## src/rtl/hyperbus_resp_pkg.sv

```systemverilog
// hyperbus_resp_pkg: shared types and constants for the HyperBus responder.
package hyperbus_resp_pkg;
  typedef enum logic [2:0] {IDLE, CA, LAT, REGWR, READ, WRITE, WAITCS} state_t;
  typedef struct packed {
    logic        rd;
    logic        regsp;
    logic        lin;
    logic [28:0] row;
    logic [12:0] rsvd;
    logic [2:0]  col;
  } ca_t;
  localparam int MIN_LAT = 3;
  localparam int CR0_LAT_LSB = 4;
  localparam int CR0_LAT_W = 4;
  function automatic logic [4:0] calc_lat(input logic [3:0] f, input logic dbl);
    logic [4:0] l;
    l = (f < 4'(MIN_LAT)) ? 5'(MIN_LAT) : {1'b0, f};
    return dbl ? l << 1 : l;
  endfunction
endpackage

```

## src/rtl/hyperbus_resp_addr_gen.sv

```systemverilog
// hyperbus_resp_addr_gen: burst word-address generator, linear or wrapped within WRAP_WORDS.
module hyperbus_resp_addr_gen #(
  parameter int ADDR_W = 20,
  parameter int WRAP_WORDS = 16
) (
  input  logic              clk_i,
  input  logic              rst_i,
  input  logic              i_load,
  input  logic [ADDR_W-1:0] i_addr,
  input  logic              i_linear,
  input  logic              i_step,
  output logic [ADDR_W-1:0] o_addr
);
  localparam int WB = $clog2(WRAP_WORDS);
  logic [ADDR_W-1:0] r_addr;
  logic              r_lin;
  always_ff @(posedge clk_i or posedge rst_i)
    if (rst_i) begin
      r_addr <= '0;
      r_lin  <= 1'b0;
    end else if (i_load) begin
      r_addr <= i_addr;
      r_lin  <= i_linear;
    end else if (i_step) begin
      r_addr <= r_lin ? r_addr + ADDR_W'(1) : {r_addr[ADDR_W-1:WB], r_addr[WB-1:0] + WB'(1)};
    end
  assign o_addr = r_addr;
endmodule

```

## src/rtl/hyperbus_responder.sv

```systemverilog
// hyperbus_responder: HyperRAM-side responder serving HyperBus bursts from an SRAM port.
// Define HYPERBUS_RESP_DOUBLE_LAT_EN to force doubled latency on every memory-space access.
module hyperbus_responder
  import hyperbus_resp_pkg::*;
#(
  parameter int          ADDR_W      = 20,
  parameter int          DEFAULT_LAT = 6,
  parameter int          WRAP_WORDS  = 16,
  parameter logic [15:0] ID0_VALUE   = 16'h0C81
) (
  input  logic              clk_i,
  input  logic              rst_i,
  input  logic              hyper_reset_ni,
  input  logic              hyper_cs_ni,
  input  logic [15:0]       hyper_dq_i,
  output logic [15:0]       hyper_dq_o,
  output logic              hyper_dq_oe_o,
  input  logic [1:0]        hyper_rwds_i,
  output logic [1:0]        hyper_rwds_o,
  output logic              hyper_rwds_oe_o,
  output logic              mem_req_o,
  output logic              mem_we_o,
  output logic [ADDR_W-1:0] mem_addr_o,
  output logic [15:0]       mem_wdata_o,
  output logic [1:0]        mem_be_o,
  input  logic [15:0]       mem_rdata_i,
  output logic [15:0]       cr0_o
);
  localparam logic [15:0] CR0_RST = {8'h8F, 4'(DEFAULT_LAT), 4'hF};
  state_t      r_state;
  ca_t         r_ca;
  logic [4:0]  r_cnt;
  logic [15:0] r_cr0;
  logic [31:0] w_wa_nxt;
  logic [4:0]  w_lat;
  logic        w_dbl, w_load, w_act, w_mem, w_unused;
`ifdef HYPERBUS_RESP_DOUBLE_LAT_EN
  assign w_dbl = ~r_ca.regsp;
`else
  assign w_dbl = 1'b0;
`endif
  // CA[15:0] arrives in the last CA cycle, so the start address is built from the live bus word
  assign w_wa_nxt = {r_ca.row, hyper_dq_i[2:0]};
  assign w_lat    = calc_lat(r_cr0[CR0_LAT_LSB +: CR0_LAT_W], w_dbl);
  assign w_act    = ~hyper_cs_ni;
  assign w_mem    = ~r_ca.regsp;
  assign w_load   = w_act && hyper_reset_ni && r_state == CA && r_cnt == 5'd1;
  assign w_unused = ^{r_ca.rsvd, w_wa_nxt[31:ADDR_W]};
  always_ff @(posedge clk_i or posedge rst_i)
    if (rst_i) begin
      r_state <= IDLE;
      r_ca    <= '0;
      r_cnt   <= '0;
      r_cr0   <= CR0_RST;
    end else if (!hyper_reset_ni) begin
      r_state <= IDLE;
      r_cr0   <= CR0_RST;
    end else if (hyper_cs_ni) begin
      r_state <= IDLE;
    end else begin
      case (r_state)
        IDLE: begin
          r_ca[47:32] <= hyper_dq_i;
          r_cnt       <= '0;
          r_state     <= CA;
        end
        CA: if (r_cnt == '0) begin
          r_ca[31:16] <= hyper_dq_i;
          r_cnt       <= 5'd1;
        end else begin
          r_ca[15:0] <= hyper_dq_i;
          r_cnt      <= w_lat - 5'd2;
          r_state    <= (r_ca.regsp && !r_ca.rd) ? REGWR : LAT;
        end
        LAT: if (r_cnt == '0) r_state <= r_ca.rd ? READ : WRITE;
        else r_cnt <= r_cnt - 5'd1;
        REGWR: begin
          if (r_ca.row[8]) r_cr0 <= hyper_dq_i;
          r_state <= WAITCS;
        end
        default: r_state <= r_state;
      endcase
    end
  // read request leads the data beat by one cycle because SRAM read data lags its strobe
  assign mem_req_o   = w_act && w_mem && (r_state == READ || r_state == WRITE ||
                       (r_state == LAT && r_cnt == '0 && r_ca.rd));
  assign mem_we_o    = mem_req_o && r_state == WRITE;
  assign mem_wdata_o = mem_we_o ? hyper_dq_i : '0;
  assign mem_be_o    = mem_we_o ? ~hyper_rwds_i : '0;
  assign hyper_dq_oe_o   = r_state == READ;
  assign hyper_dq_o      = r_state != READ ? '0 : r_ca.regsp ? (r_ca.row[8] ? r_cr0 : ID0_VALUE) : mem_rdata_i;
  assign hyper_rwds_oe_o = r_state == CA || r_state == READ;
  assign hyper_rwds_o    = r_state == READ ? 2'b10 : {2{r_state == CA && w_dbl}};
  assign cr0_o           = r_cr0;
  hyperbus_resp_addr_gen #(.ADDR_W(ADDR_W), .WRAP_WORDS(WRAP_WORDS)) u_addr_gen (
    .clk_i    (clk_i),
    .rst_i    (rst_i),
    .i_load   (w_load),
    .i_addr   (w_wa_nxt[ADDR_W-1:0]),
    .i_linear (r_ca.lin),
    .i_step   (mem_req_o),
    .o_addr   (mem_addr_o)
  );
endmodule

```

## config.mk

```make
export PLATFORM = sky130hd
export DESIGN_NAME = hyperbus_responder
export DESIGN_NICKNAME = d
export VERILOG_FILES = /design/src/rtl/hyperbus_resp_pkg.sv /design/src/rtl/hyperbus_resp_addr_gen.sv /design/src/rtl/hyperbus_responder.sv
export SDC_FILE = /design/constraint.sdc
export NUM_CORES = 1
export LEC_CHECK = 0
export BUFFER_PORTS_ARGS = -buffer_cell sky130_fd_sc_hd__buf_2
export CAP_MARGIN = 40
export CORE_ASPECT_RATIO = 0.9
export CORE_MARGIN = 4
export CORE_UTILIZATION = 30
export CTS_CLUSTER_DIAMETER = 80
export DETAILED_ROUTE_END_ITERATION = 10
export PLACE_DENSITY = 0.52
export SLEW_MARGIN = 20
export SYNTH_ARGS = -nofsm -noshare
export SYNTH_HDL_FRONTEND = slang
export SYNTH_HIERARCHICAL = 1
export SYNTH_SLANG_ARGS = --single-unit
```

## constraint.sdc

```tcl
create_clock -name clk_i -period 2.8 [get_ports clk_i]
set_input_delay 0.28 -clock clk_i [delete_from_list [all_inputs] [get_ports clk_i]]
set_output_delay 0.28 -clock clk_i [all_outputs]
set_load 0.02 [all_outputs]
```

# After elaboration in Yosys (flattened, before gate mapping)
# Index checks and enable logic that the tools add are counted.
dict set report totals {
  register_bits 65
  in_bits 38
  output_inout_bits 76
  word_cells 81
}
dict set report op_classes {
  addsub 4
  magnitude_cmp 1
  eq_ne 14
  muxes 24
  bitwise_logic 3
  n_reduce_logical 24
}
# operator count
set ops {}
lappend ops {{two-way mux 16 bit} 8}
lappend ops {{two-way mux 20 bit} 3}
lappend ops {{adder 20 x 1 -> 20 bit (second input constant)} 1}
lappend ops {{case mux 5 bit (3 select lines)} 1}
lappend ops {{two-way mux 3 bit} 4}
lappend ops {{case mux 3 bit (4 select lines)} 1}
lappend ops {{two-way mux 5 bit} 2}
lappend ops {{logical AND 1 bit} 9}
lappend ops {{AND reduction 3 bit} 3}
lappend ops {{inequality test 4 bit (second input constant)} 2}
lappend ops {{AND reduction 4 bit} 2}
lappend ops {{== test 3 x 2 -> 1 bit (second input constant)} 2}
lappend ops {{== test 3 bit (second input constant)} 2}
lappend ops {{inequality test 6 x 1 -> 1 bit (second input constant)} 1}
lappend ops {{== test 5 x 1 -> 1 bit (second input constant)} 1}
lappend ops {{logical NOT 5 bit} 1}
lappend ops {{subtractor 4 x 2 -> 5 bit (second input constant)} 1}
lappend ops {{subtractor 5 x 1 -> 5 bit (second input constant)} 1}
lappend ops {{adder 4 x 1 -> 4 bit (second input constant)} 1}
lappend ops {{< comparator 4 x 2 -> 1 bit (second input constant)} 1}
lappend ops {{two-way mux 2 bit} 2}
lappend ops {{two-way mux 4 bit} 1}
lappend ops {{inequality test 2 x 1 -> 1 bit (second input constant)} 2}
lappend ops {{inequality test 2 bit (second input constant)} 2}
lappend ops {{other kinds (11)} 16}

# Longest topological paths before layout
dict set report depth {
  ltp_word 7
  depth_mapped 10
  depth_no_buf 10
}

# By module
# The synthesis kept the hierarchy.
# mod instances cells_each area_per_inst_um2 seq_area_each_um2
set modules_own_cells {}
lappend modules_own_cells {hyperbus_responder 1 274 2583.7 1114.8}
lappend modules_own_cells {hyperbus_resp_addr_gen 1 134 1223.7 525.5}

# Worst setup path after synthesis
# OpenSTA, ideal clock, no wires.
dict set report synth_path {
  path_type {reg-to-reg}
  start {register r_cnt[0]}
  end {register u_addr_gen.r_addr[17], in the netlist u_addr_gen/o_addr[17]}
  setup_ps 82
  arrival_ps 3393
  t_required_ps 2718
  path_slack_ps -675
  stages_incl_launch_ff 11
  n_path_buf 0
  period_less_slack_ps 3475
  path_cell_list {dfrtp_1 -> inv_1 -> ha_1 -> or4b_2 -> nor2_1 -> a21oi_1 -> nor3_1 -> and4_4 -> nand2_4 -> or4_1 -> a31oi_1}
}
dict set report synth_via {
  elab_chain_len 7
  elab_cells_between_ends 11
  cone_classes {1 x eq/ne; 1 x mux; 9 x reduce/logical}
}
# item line_no
set synth_rtl {}
lappend synth_rtl {{from (decl)} hyperbus_responder.sv:32} ;# logic [4:0] r_cnt;
lappend synth_rtl {{from (signal assigned)} hyperbus_responder.sv:72} ;# r_cnt <= w_lat - 5'd2;
lappend synth_rtl {{from (signal assigned)} hyperbus_responder.sv:76} ;# else r_cnt <= r_cnt - 5'd1;
lappend synth_rtl {{logical NOT 5 bit} hyperbus_responder.sv:86} ;# (r_state == LAT && r_cnt == '0 && r_ca.rd));
lappend synth_rtl {{logical AND 1 bit (2 in series)} hyperbus_responder.sv:86}
lappend synth_rtl {{logical OR 1 bit} hyperbus_responder.sv:85} ;# assign mem_req_o = w_act && w_mem && (r_state == READ || r_state == WRITE ||
lappend synth_rtl {{logical AND 1 bit} hyperbus_responder.sv:85}
lappend synth_rtl {{via mem_req_o} hyperbus_responder.sv:21} ;# output logic mem_req_o,
lappend synth_rtl {{nonzero test 2 bit (no source line)} --}
lappend synth_rtl {{AND reduction 2 bit (no source line)} --}
lappend synth_rtl {{to (signal assigned)} hyperbus_resp_addr_gen.sv:22} ;# r_addr <= i_addr;
lappend synth_rtl {{to (signal assigned)} hyperbus_resp_addr_gen.sv:25} ;# r_addr <= r_lin ? r_addr + ADDR_W'(1) : {r_addr[ADDR_W-1:WB], r_addr[WB-1:0] + WB'(1)};
lappend synth_rtl {{to (decl)} hyperbus_resp_addr_gen.sv:15} ;# logic [ADDR_W-1:0] r_addr;
# The timed path passes the listed nets, and every way through them passes these cells.
# A chain may end at the register's enable or synchronous reset.

# Worst setup path in the final report
dict set report layout_path {
  start {register r_cnt[1]}
  end {register u_addr_gen.r_addr[14], in the netlist u_addr_gen/o_addr[14]}
}
dict set report layout_via {
  elab_chain_len 7
  elab_cells_between_ends 11
  cone_classes {1 x eq/ne; 1 x mux; 9 x reduce/logical}
}
# item line_no
set layout_rtl {}
lappend layout_rtl {{logical NOT 5 bit} hyperbus_responder.sv:86}
lappend layout_rtl {{logical AND 1 bit (2 in series)} hyperbus_responder.sv:86}
lappend layout_rtl {{logical OR 1 bit} hyperbus_responder.sv:85}
lappend layout_rtl {{logical AND 1 bit} hyperbus_responder.sv:85}
lappend layout_rtl {{nonzero test 2 bit (no source line)} --}
lappend layout_rtl {{AND reduction 2 bit (no source line)} --}
# Several ways; a longest one is shown, not always the timed one.

==> flow_summary_export.csv <==
group,metric,value,unit
logic_synthesis,syn-num-nets,451,
logic_synthesis,synth.most_common_cell,"dfrtp_1",
run,drv_cap,0,
logic_synthesis,synthDistinctLibCells,56,
power_and_ir_drop,p_switching,1.27,mW
clock_network,cts_root_buf,"clkbuf_16",
route,wl_met1,5.50,mm
floorplan,rows,38,
placement,pre_cts_slack,33.6,ps
power_and_ir_drop,vdd_drop_max,0.363,mV
status,status,"finished clean",
logic_synthesis,synthCells,408,
layout,antennaDiodeCount,0,
layout,drive_above_1_share,37.3,%
worst_setup_path,cp-endpoint,"u_addr_gen/o_addr[14]",
logic_synthesis,syn_area,0.00381,mm2
clock_network,clock_path_buffers,2,
placement,io_buffers,112,
logic_synthesis,post-synth-top-area-fraction,35.5,%
timing,worst_slack,153,ps
logic_synthesis,ys_warn_count,6,
floorplan,io_pins,114,
route,drc,0,
global_route,overflow,0,
power_and_ir_drop,pwr-share-seq,40.7,%
route,first_pass_iters,4,
layout,fillCellCount,1213,
floorplan,start_util,31.2,%
clock_network,cts_num_sinks,65,
global_route,grt_use_total,15.7,%
logic_synthesis,synth_flop_cell,"dfrtp_1",
worst_setup_path,r2r_start,"r_cnt[1]",
route,ant_nets,0,
worst_setup_path,r2r_cells,10,
power_and_ir_drop,p_per_area,747,mW/mm2
worst_setup_path,worst_setup_path_start_kind,"flip-flop",
timing,worst_slew_pin_slew,708,ps
worst_setup_path,r2r_slack,150,ps
placement,globalplace.congestion,0.876,
global_route,grt_max_degree,27,
global_route,grt_pass1_vias,3339,
logic_synthesis,synthArstFlopShare,100,%
clock_network,worst_skew_pair.late_latency,330,ps
route,drt-initial-drc-count,212,
timing,finClkSkew,4.60,ps
route,routed_wl,11.4,mm
timing,finalHoldViolations,0,
min_path,hold_depth,3,
power_and_ir_drop,power_frac_comb,29.3,%
logic_synthesis,synth_edf_count,0,
floorplan,die_y,115,um
route,wl_per_cell,16.6,um
timing,layout_min_cycle_time,2650,ps
min_path,hp-start,"hyper_dq_i[11]",
clock_network,cts_max_level,3,
clock_network,numCtsBuffers,9,
route,met2_length,5.17,mm
route,wl_met3,623,um
global_route,grt_pass1_wl,18.2,mm
layout,syn_to_final_growth,29.3,%
route,dr.max_layer_used,"met4",
logic_synthesis,yosys-top-cells-count,"dfrtp_1 (54), nand2_1 (53), nor2_1 (34)",
worst_setup_path,crit_type,"flip-flop to flip-flop",
timing,finalSetupViolCount,0,
placement,hpwl,8.45,mm
floorplan,core_area,0.0122,mm2
power_and_ir_drop,sw_frac_of_total,34.5,%
floorplan,die_area,0.0146,mm2
clock_network,path_clk_slew,60,ps
worst_setup_path,crit_fanout,7,
logic_synthesis,ys_seq_area_share,43.1,%
worst_setup_path,startpoint,"r_cnt[1]",
timing,relSlewSlack,52.8,%
worst_setup_path,cp.required,3050,ps
min_path,min_path_type,"input port to flip-flop",
worst_setup_path,worstSetupEndpointType,"flip-flop",
logic_synthesis,syn-mean-instance-area,9.33,um2
worst_setup_path,rr_endpoint,"u_addr_gen/o_addr[14]",
power_and_ir_drop,p_leak,2.33,nW
floorplan,die_width,127,um
logic_synthesis,synth_top_cell_by_area,"dfrtp_1",
timing,fmax,378,MHz
timing,report.final.slew_viol_count,0,
global_route,antenna_found_initial,0,
power_and_ir_drop,internal_power,2.41,mW
route,vias,3405,
timing,setup_tns,0,ps
clock_network,cts_tree,"done",
timing,fin_crit_sh,94.5,%
logic_synthesis,yosys-top-cells-area,"dfrtp_1 (35%), dfstp_2 (7.6%), nand2_1 (5.2%)",
timing,rsz0062_at_grt,"false",
logic_synthesis,ys_ff_latch,65,
worst_setup_path,arrival,2900,ps
power_and_ir_drop,pwr-share-clk,30.0,%
route,vias_per_cell,4.95,
layout,final_nets,566,
[layer usage]
metal  vias to the layer above  global-route usage, %
met1                      1655                   22.3
met5                         -                      0
met2                        96                   24.6
li1                       1645                      -
met4                         0                   3.36
met3                         9                   3.67
[flip-flops by register name (all words and copies together), names as in the netlist]
register and flops:
cr0_o 16, r_ca 20, r_cnt 5, r_state 3
u_addr_gen/o_addr 20, u_addr_gen/r_lin 1
[power by group through the flow]
stage | Clock (mW) | Combinational, mW | Sequential, mW
after floorplan | 0 | 0.655 | 1.56
after global placement | 0 | 1.05 | 1.50
after detailed placement | 0 | 1.07 | 1.51
after CTS | 1.13 | 1.07 | 1.50
after global routing | 1.17 | 1.19 | 1.55
final | 1.10 | 1.08 | 1.50
[through the flow]
stage	area (um2)	hold WS (ps)	util [%]	power, mW	cells
after floorplan	3830	257	-	2.22	408
after global placement	4540	353	37.2	2.55	666
after detailed placement	4560	205	37.3	2.57	667
after CTS	4860	189	39.8	3.70	684
after global routing	4920	191	40.3	3.91	688
final	4920	198	40.3	3.68	688
[worst max-delay path: stages (launching register included)]
cell and delay [ps]:
dfrtp_1 400, inv_2 100, ha_4 140, or4b_4 500, nor2_4 100, a21oi_2 70
nor3_4 190, and4_4 290, nand2_4 80, or4_1 520, a31oi_1 180
[cells by family after synthesis]
logic type      synth area share (%)
xor+xnor                        2.99
buf+inv                         4.57
fa+ha+maj                       1.64
compound gates                  11.7
simple gates                    28.1
other cells                   0.0985
flops                           43.1
mux                             7.76
[how the worst min path moves through the flow]
stage	endpoint
finish	cr0_o[11]
global route	cr0_o[10]
floorplan	u_addr_gen/o_addr[0]
detailed placement	u_addr_gen/o_addr[13]
CTS	cr0_o[10]
global placement	r_ca[26]
[cells in the final DEF, fill, tap and decap left out, drive strengths merged, types with 7 or more instances in the layout]
| cell type | netlist | final |
|---|---|---|
| a31oi | 8 | 8 |
| nor2 | 34 | 34 |
| xnor2 | 7 | 7 |
| dfstp | 11 | 11 |
| nor2b | 9 | 9 |
| nor3 | 8 | 8 |
| clkbuf | 11 | 11 |
| dfrtp | 54 | 54 |
| buf | 13 | 127 |
| o21ai | 23 | 23 |
| nand3 | 25 | 25 |
| nand2 | 55 | 55 |
| mux2 | 22 | 22 |
| inv | 12 | 11 |
| nand2b | 10 | 10 |
| and2 | 20 | 20 |
| a21oi | 19 | 19 |
[layout make-up]
type / instances / area, um2 / share of cell area [%]
sequential: 65 / 1640 / 33.3
clock buffer: 11 / 233 / 4.73
inverter: 12 / 45.0 / 0.915
clock inverter: 5 / 56.3 / 1.14
tap: 160 / 200 / 4.07
timing repair buffer: 128 / 711 / 14.4
multi-input combinational: 307 / 2040 / 41.4
[repair_timing]
action | in CTS | in global routing
endpoints found under the setup margin | 0 | 7
hold buffers | 1 | 0
setup buffers | 0 | 3
hold endpoints to repair | 3 | 0
resized for setup | 0 | 3
(Power assumes the default switching activity.)
